--- src/rtl/spasreg_pkg.sv ---
`default_nettype none
// ============================================================================
// Module : spasreg_pkg
// Brief  : Shared op encodings, width default and requester IDs for the
//          control-register write arbiter.
// Rev    : 1.0
// ============================================================================
package spasreg_pkg;

  localparam int SPASREG_WIDTH = 32;

  typedef enum logic [1:0] {
    SPASREG_OP_WRITE  = 2'b00,
    SPASREG_OP_SET    = 2'b01,
    SPASREG_OP_CLR    = 2'b10,
    SPASREG_OP_TOGGLE = 2'b11
  } spasreg_op_e;

  localparam logic SPASREG_HOST = 1'b0;
  localparam logic SPASREG_SU   = 1'b1;

endpackage
`default_nettype wire

--- src/rtl/spasreg_wr_arb_if.sv ---
`default_nettype none
// ============================================================================
// Module : spasreg_wr_arb_if
// Brief  : Requester handshakes plus flop-bank q/d bundle for the arbiter.
// Rev    : 1.0
// ============================================================================
interface spasreg_wr_arb_if #(
  parameter int WIDTH = 32
) ();

  logic             host_req;
  logic [1:0]       host_op;
  logic [WIDTH-1:0] host_data;
  logic             host_ack;
  logic             su_req;
  logic [1:0]       su_op;
  logic [WIDTH-1:0] su_data;
  logic             su_ack;
  logic             freeze;
  logic [WIDTH-1:0] reg_q;
  logic [WIDTH-1:0] reg_d;
  logic             reg_wr;
  logic             reg_src;
  logic             host_pend;
  logic             su_pend;

  modport master (
    output host_req, host_op, host_data, su_req, su_op, su_data, freeze, reg_q,
    input  host_ack, su_ack, reg_d, reg_wr, reg_src, host_pend, su_pend
  );

  modport slave (
    input  host_req, host_op, host_data, su_req, su_op, su_data, freeze, reg_q,
    output host_ack, su_ack, reg_d, reg_wr, reg_src, host_pend, su_pend
  );

endinterface
`default_nettype wire

--- src/rtl/spasreg_slot.sv ---
`default_nettype none
// ============================================================================
// Module : spasreg_slot
// Brief  : One-entry command buffer with ack-gated capture and pop on commit.
// Rev    : 1.0
// ============================================================================
module spasreg_slot
  import spasreg_pkg::*;
#(
  parameter int WIDTH = SPASREG_WIDTH
) (
  input  wire logic             clk,
  input  wire logic             reset_l,
  input  wire logic             i_req,
  input  wire logic [1:0]       i_op,
  input  wire logic [WIDTH-1:0] i_data,
  input  wire logic             i_pop,
  output      logic             o_ack,
  output      logic             o_full,
  output      spasreg_op_e      o_op,
  output      logic [WIDTH-1:0] o_data
);

  logic             r_full;
  logic             r_ack;
  spasreg_op_e      r_op;
  logic [WIDTH-1:0] r_data;
  logic             w_capture;

  // A req still high during its own ack cycle is the old command; ignore it.
  assign w_capture = i_req & ~r_full & ~r_ack;

  always_ff @(posedge clk or negedge reset_l) begin
    if (!reset_l) begin
      r_full <= 1'b0;
      r_ack  <= 1'b0;
      r_op   <= SPASREG_OP_WRITE;
      r_data <= '0;
    end else begin
      r_ack <= w_capture;
      if (w_capture) begin
        r_full <= 1'b1;
        r_op   <= spasreg_op_e'(i_op);
        r_data <= i_data;
      end else if (i_pop) begin
        r_full <= 1'b0;
      end
    end
  end

  assign o_ack  = r_ack;
  assign o_full = r_full;
  assign o_op   = r_op;
  assign o_data = r_data;

endmodule
`default_nettype wire

--- src/rtl/spasreg_wr_arb.sv ---
`default_nettype none
// ============================================================================
// Module : spasreg_wr_arb
// Brief  : Round-robin write arbiter and RMW sequencer for a flop-bank
//          control register shared by host and su requesters.
// Rev    : 1.0
// ============================================================================
module spasreg_wr_arb
  import spasreg_pkg::*;
#(
  parameter int WIDTH = SPASREG_WIDTH
) (
  input wire logic        clk,
  input wire logic        reset_l,
  spasreg_wr_arb_if.slave bus
);

  logic             w_host_full;
  logic             w_host_ack;
  spasreg_op_e      w_host_op;
  logic [WIDTH-1:0] w_host_data;
  logic             w_su_full;
  logic             w_su_ack;
  spasreg_op_e      w_su_op;
  logic [WIDTH-1:0] w_su_data;

  logic             w_grant_host;
  logic             w_grant_su;
  logic             w_commit;
  logic             w_src;
  spasreg_op_e      w_sel_op;
  logic [WIDTH-1:0] w_sel_data;
  logic [WIDTH-1:0] w_rmw;

  logic             r_rr_ptr;
  logic             r_src;

  spasreg_slot #(.WIDTH(WIDTH)) u_host_slot (
    .clk     (clk),
    .reset_l (reset_l),
    .i_req   (bus.host_req),
    .i_op    (bus.host_op),
    .i_data  (bus.host_data),
    .i_pop   (w_grant_host),
    .o_ack   (w_host_ack),
    .o_full  (w_host_full),
    .o_op    (w_host_op),
    .o_data  (w_host_data)
  );

  spasreg_slot #(.WIDTH(WIDTH)) u_su_slot (
    .clk     (clk),
    .reset_l (reset_l),
    .i_req   (bus.su_req),
    .i_op    (bus.su_op),
    .i_data  (bus.su_data),
    .i_pop   (w_grant_su),
    .o_ack   (w_su_ack),
    .o_full  (w_su_full),
    .o_op    (w_su_op),
    .o_data  (w_su_data)
  );

  // rr_ptr only matters when both slots are full.
  always_comb begin
    w_grant_host = 1'b0;
    w_grant_su   = 1'b0;
    if (!bus.freeze) begin
      if (w_host_full && (!w_su_full || !r_rr_ptr)) begin
        w_grant_host = 1'b1;
      end else if (w_su_full) begin
        w_grant_su = 1'b1;
      end
    end
  end

  assign w_commit   = w_grant_host | w_grant_su;
  assign w_src      = w_grant_su ? SPASREG_SU : SPASREG_HOST;
  assign w_sel_op   = w_grant_su ? w_su_op   : w_host_op;
  assign w_sel_data = w_grant_su ? w_su_data : w_host_data;

  always_comb begin
    w_rmw = bus.reg_q;
    case (w_sel_op)
      SPASREG_OP_WRITE:  w_rmw = w_sel_data;
      SPASREG_OP_SET:    w_rmw = bus.reg_q | w_sel_data;
      SPASREG_OP_CLR:    w_rmw = bus.reg_q & ~w_sel_data;
      SPASREG_OP_TOGGLE: w_rmw = bus.reg_q ^ w_sel_data;
    endcase
  end

  always_ff @(posedge clk or negedge reset_l) begin
    if (!reset_l) begin
      r_rr_ptr <= 1'b0;
      r_src    <= SPASREG_HOST;
    end else if (w_commit) begin
      r_rr_ptr <= w_grant_host;
      r_src    <= w_src;
    end
  end

  // The bank has no load enable, so d must recirculate q when idle.
  assign bus.reg_d     = w_commit ? w_rmw : bus.reg_q;
  assign bus.reg_wr    = w_commit;
  assign bus.reg_src   = w_commit ? w_src : r_src;
  assign bus.host_ack  = w_host_ack;
  assign bus.su_ack    = w_su_ack;
  assign bus.host_pend = w_host_full;
  assign bus.su_pend   = w_su_full;

endmodule
`default_nettype wire

--- src/flat_wrapper.sv ---
// flat-port wrapper written by rule: the top's interface ports become plain ports
module spasreg_wr_arb_flat import spasreg_pkg::*;
#(
  parameter int WIDTH = SPASREG_WIDTH
)
  (clk, reset_l, bus_host_req, bus_host_op, bus_host_data, bus_su_req, bus_su_op, bus_su_data, bus_freeze, bus_reg_q, bus_host_ack, bus_su_ack, bus_reg_d, bus_reg_wr, bus_reg_src, bus_host_pend, bus_su_pend);
  spasreg_wr_arb_if #(.WIDTH(WIDTH)) bus_i ();
  input wire logic clk;
  input wire logic reset_l;
  input wire logic [$bits(bus_i.host_req)-1:0] bus_host_req;
  input wire logic [$bits(bus_i.host_op)-1:0] bus_host_op;
  input wire logic [$bits(bus_i.host_data)-1:0] bus_host_data;
  input wire logic [$bits(bus_i.su_req)-1:0] bus_su_req;
  input wire logic [$bits(bus_i.su_op)-1:0] bus_su_op;
  input wire logic [$bits(bus_i.su_data)-1:0] bus_su_data;
  input wire logic [$bits(bus_i.freeze)-1:0] bus_freeze;
  input wire logic [$bits(bus_i.reg_q)-1:0] bus_reg_q;
  output wire logic [$bits(bus_i.host_ack)-1:0] bus_host_ack;
  output wire logic [$bits(bus_i.su_ack)-1:0] bus_su_ack;
  output wire logic [$bits(bus_i.reg_d)-1:0] bus_reg_d;
  output wire logic [$bits(bus_i.reg_wr)-1:0] bus_reg_wr;
  output wire logic [$bits(bus_i.reg_src)-1:0] bus_reg_src;
  output wire logic [$bits(bus_i.host_pend)-1:0] bus_host_pend;
  output wire logic [$bits(bus_i.su_pend)-1:0] bus_su_pend;
  assign bus_i.host_req = bus_host_req;
  assign bus_i.host_op = bus_host_op;
  assign bus_i.host_data = bus_host_data;
  assign bus_i.su_req = bus_su_req;
  assign bus_i.su_op = bus_su_op;
  assign bus_i.su_data = bus_su_data;
  assign bus_i.freeze = bus_freeze;
  assign bus_i.reg_q = bus_reg_q;
  assign bus_host_ack = bus_i.host_ack;
  assign bus_su_ack = bus_i.su_ack;
  assign bus_reg_d = bus_i.reg_d;
  assign bus_reg_wr = bus_i.reg_wr;
  assign bus_reg_src = bus_i.reg_src;
  assign bus_host_pend = bus_i.host_pend;
  assign bus_su_pend = bus_i.su_pend;
  spasreg_wr_arb #(.WIDTH(WIDTH)) u_core (.clk(clk), .reset_l(reset_l), .bus(bus_i));
endmodule
--- config.mk ---
export PLATFORM = sky130hd
export DESIGN_NAME = spasreg_wr_arb_flat
export DESIGN_NICKNAME = d
export VERILOG_FILES = /design/src/rtl/spasreg_pkg.sv /design/src/rtl/spasreg_wr_arb_if.sv /design/src/rtl/spasreg_slot.sv /design/src/rtl/spasreg_wr_arb.sv /design/src/flat_wrapper.sv
export SDC_FILE = /design/constraint.sdc
export NUM_CORES = 1
export LEC_CHECK = 0
export CELL_PAD_IN_SITES_DETAIL_PLACEMENT = 0
export CELL_PAD_IN_SITES_GLOBAL_PLACEMENT = 1
export CORE_ASPECT_RATIO = 0.7
export CORE_MARGIN = 3
export CORE_UTILIZATION = 42
export CTS_CLUSTER_DIAMETER = 200
export DETAILED_ROUTE_END_ITERATION = 10
export GPL_TIMING_DRIVEN = 0
export HOLD_SLACK_MARGIN = 0.02
export PLACE_DENSITY = 0.89
export SETUP_SLACK_MARGIN = 0.5
export SYNTH_ARGS = -nofsm -noshare
export SYNTH_HDL_FRONTEND = slang
export SYNTH_SLANG_ARGS = --single-unit
--- constraint.sdc ---
create_clock -name clk -period 6.2 [get_ports clk]
set_clock_uncertainty 0.05 [all_clocks]
set_input_delay 1.24 -clock clk [delete_from_list [all_inputs] [get_ports clk]]
set_output_delay 1.24 -clock clk [all_outputs]
set_load 0.01 [all_outputs]
==> impl_metrics.tcl <==
set metrics [dict create \
    antenna_found_initial 1 \
    synth_top_family_by_area "compound AO/OA/AOI/OAI gates" \
    hold_viol_final 0 \
    synthMuxAreaShare_pct 18.4 \
    via_count 5486 \
    async_reset_ff_share_pct 100 \
    die_w_microns 149 \
    fin_nets 906 \
    grt_pass1_vias 5592 \
    drc 0 \
    wl_per_cell_microns 21.4 \
    finalNonFillerCells 927 \
    port_buffers 142 \
    synth_edf_count 0 \
    worst_slew_pin_slew_ns 0.708 \
    yosys_warnings 0 \
    synth_compound_area_share_pct 18.7 \
    synth_cell_type_count 43 \
    synthTopCellsByCount "dfrtp_1 (74), mux2_2 (68), ha_1 (64), a21oi_1 (33), inv_1 (33)" \
    synthMostInstantiatedCell "dfrtp_1" \
    hp-class "reg -> reg" \
    critPathCaptureType "output port" \
    fillers 1117 \
    avgSynthCellArea_sq_um 10.4 \
    syn_area_sq_um 6040 \
    routed_wirelength_microns 19900 \
    yosys_most_used_dff "dfrtp_1" \
    drive_gt1_share_pct 22.6 \
    postCtsHoldBufs 0 \
    fp-row-count 35 \
    relSlewSlack_pct 52.8 \
    timing.setup.tns_ns 0 \
    utilization_pct 59.1 \
    viasPerCell 5.92 \
    cts_root_buf "clkbuf_16" \
    dp_hpwl_microns 14700 \
    htree_levels 3 \
    die_area_sq_um 15900 \
    outcome "finished clean" \
    numCtsBuffers 9 \
    synth_cells 583 \
    fmax_ghz 0.185 \
    grt_pass1_wl_microns 30800 \
    start_util_pct 44.3 \
    dp.cells 911 \
    yosys-top-cells-area "dfrtp_1 (31%), ha_1 (13%), mux2_2 (13%)" \
    numClockSinks 74 \
    fin_ws_ns 0.795 \
    ys_seq_area_share_pct 30.7 \
    firstDrtPassIters 6 \
    dr_wl_met3_microns 1610 \
    clkTransAtPathRegs_ns 0.07 \
    critPathArrivalTime_ns 4.12 \
    cts_tree "built" \
    start_kind "input pin" \
    areaGrowthSynthToFinish_pct 33.4 \
    drv_slew 0 \
    cts-resized-gates 7 \
    syn_nets 752 \
    p_per_area_nw_per_um2 502 \
    critPathRequiredTime_ns 4.91 \
    synth_fa_ha_area_share_pct 13.3 \
    synth.top_cell.area_share_pct 30.7 \
    die_h_microns 106 \
    criticalPathCategory "in -> out" \
    synth-xor-area-share_pct 0 \
    gp_congestion 0.855 \
    grt_use_total_pct 24.8 \
    wl_met2_microns 8770 \
    ys_ff_latch 74 \
    peakVddDrop_v 0.000254 \
    clk_latency_ns 0.35 \
    antenna_left 0 \
    post_cts_buffers 0 \
    diodes 0 \
    finalSetupViolCount 0 \
    ioPinCount 143 \
    rsz0062_at_grt "no" \
    timing.final.crit_share_pct 87.2 \
    finalCriticalPeriod_ns 5.41 \
    maxCapViolations 0 \
    synth_simple_gate_area_share_pct 12.2 \
    cp_max_fo 10 \
    synth_top_area_cell "dfrtp_1" \
    top_layer "met5" \
    pre_cts_ws_ns 0.210 \
    cts_buffer_depth 2 \
    leakagePower_nw 3.56 \
    grt_max_degree 42 \
    grt_overflow 0 \
    drt-met1-wl_microns 9040 \
    design.core.area_sq_um 13600 \
    drt-initial-drc-count 506 \
]
[final cells by class]
class	count	area [sq um]	area share (%)
Sequential cell	74	1850	23.0
Multi-Input combinational cell	427	3780	47.0
Buffer	48	298	3.70
Tap cell	185	231	2.87
Clock buffer	9	225	2.80
Timing Repair Buffer	143	1430	17.8
Clock inverter	7	101	1.26
Inverter	34	128	1.58
[worst paths after layout]
path	endpoint	slack [ns]	depth (start not counted)	start
max	bus_reg_d[15]	0.79	12	bus_freeze
min	u_core.r_src	0.48	2	u_core.r_src
max reg2reg	u_core.u_host_slot.o_data[14]	3.95	4	u_core.u_host_slot.o_full
min reg2reg	u_core.r_src	0.48	2	u_core.r_src
max in group asynchronous	u_core.u_su_slot.o_data[26]	4.71	2	reset_l
min in group asynchronous	u_core.u_su_slot.o_data[15]	0.81	1	reset_l
[registers in the layout, indices dropped and copies added (netlist names)]
register / cells
u_core.u_host_slot.o_data: 32
u_core.u_su_slot.o_data: 32
u_core.u_host_slot.o_op: 2
u_core.u_su_slot.o_op: 2
u_core.r_rr_ptr: 1
u_core.r_src: 1
u_core.u_host_slot.o_ack: 1
u_core.u_host_slot.o_full: 1
u_core.u_su_slot.o_ack: 1
u_core.u_su_slot.o_full: 1
[per-layer routing]
layer  vias to the layer above  track usage [%]
met4                         2             7.32
met1                      2713             35.8
met5                         -                0
met2                       266             37.1
li1                       2460                -
met3                        45             5.45
[cells by family after synthesis]
family | after synthesis
AND/OR/NAND/NOR | 134
flip-flops | 74
multiplexers | 101
AO/OA/AOI/OAI | 128
buffers and inverters | 82
adder cells (fa/ha/maj) | 64
[placed cells by master, fill, tap and decap left out, drive strengths merged, types with 13 or more instances in the layout]
cell type,n
clkbuf,22
dfrtp,74
a21oi,33
a21o,26
nor2,34
clkdlybuf4s50,140
mux2i,33
or3,24
mux2,68
nand3,27
ha,64
nor3,16
buf,38
o311ai,24
inv,36
o32ai,24
nand2,13
[power by group]
part	leakage [nW]	internal (W)	switching, W
registers	0.872	0.000731	0.000228
clock network	0.153	0.000356	0.000228
logic	2.54	0.00119	0.00131
total	3.56	0.00228	0.00176
[worst max-delay path: stages]
cell	delay (ns)
clkbuf_2	0.17
and2b_4	0.23
nand2_1	0.12
buf_4	0.21
buf_6	0.20
buf_6	0.23
mux2i_1	0.30
ha_1	0.20
a21oi_1	0.05
o41ai_1	0.40
o31a_1	0.22
clkdlybuf4s50_1	0.54
[per-stage QoR]
step | hold slack [ns] | power, W | instance area, sq um
final | 0.485 | 0.00404 | 8050
after global placement | 0.447 | 0.00329 | 7690
after global routing | 0.499 | 0.00431 | 8050
after floorplan | 0.445 | 0.00252 | 6040
after CTS | 0.481 | 0.00402 | 8060
after detailed placement | 0.468 | 0.00340 | 7710
No activity file was read; power rests on OpenSTA's default activity.
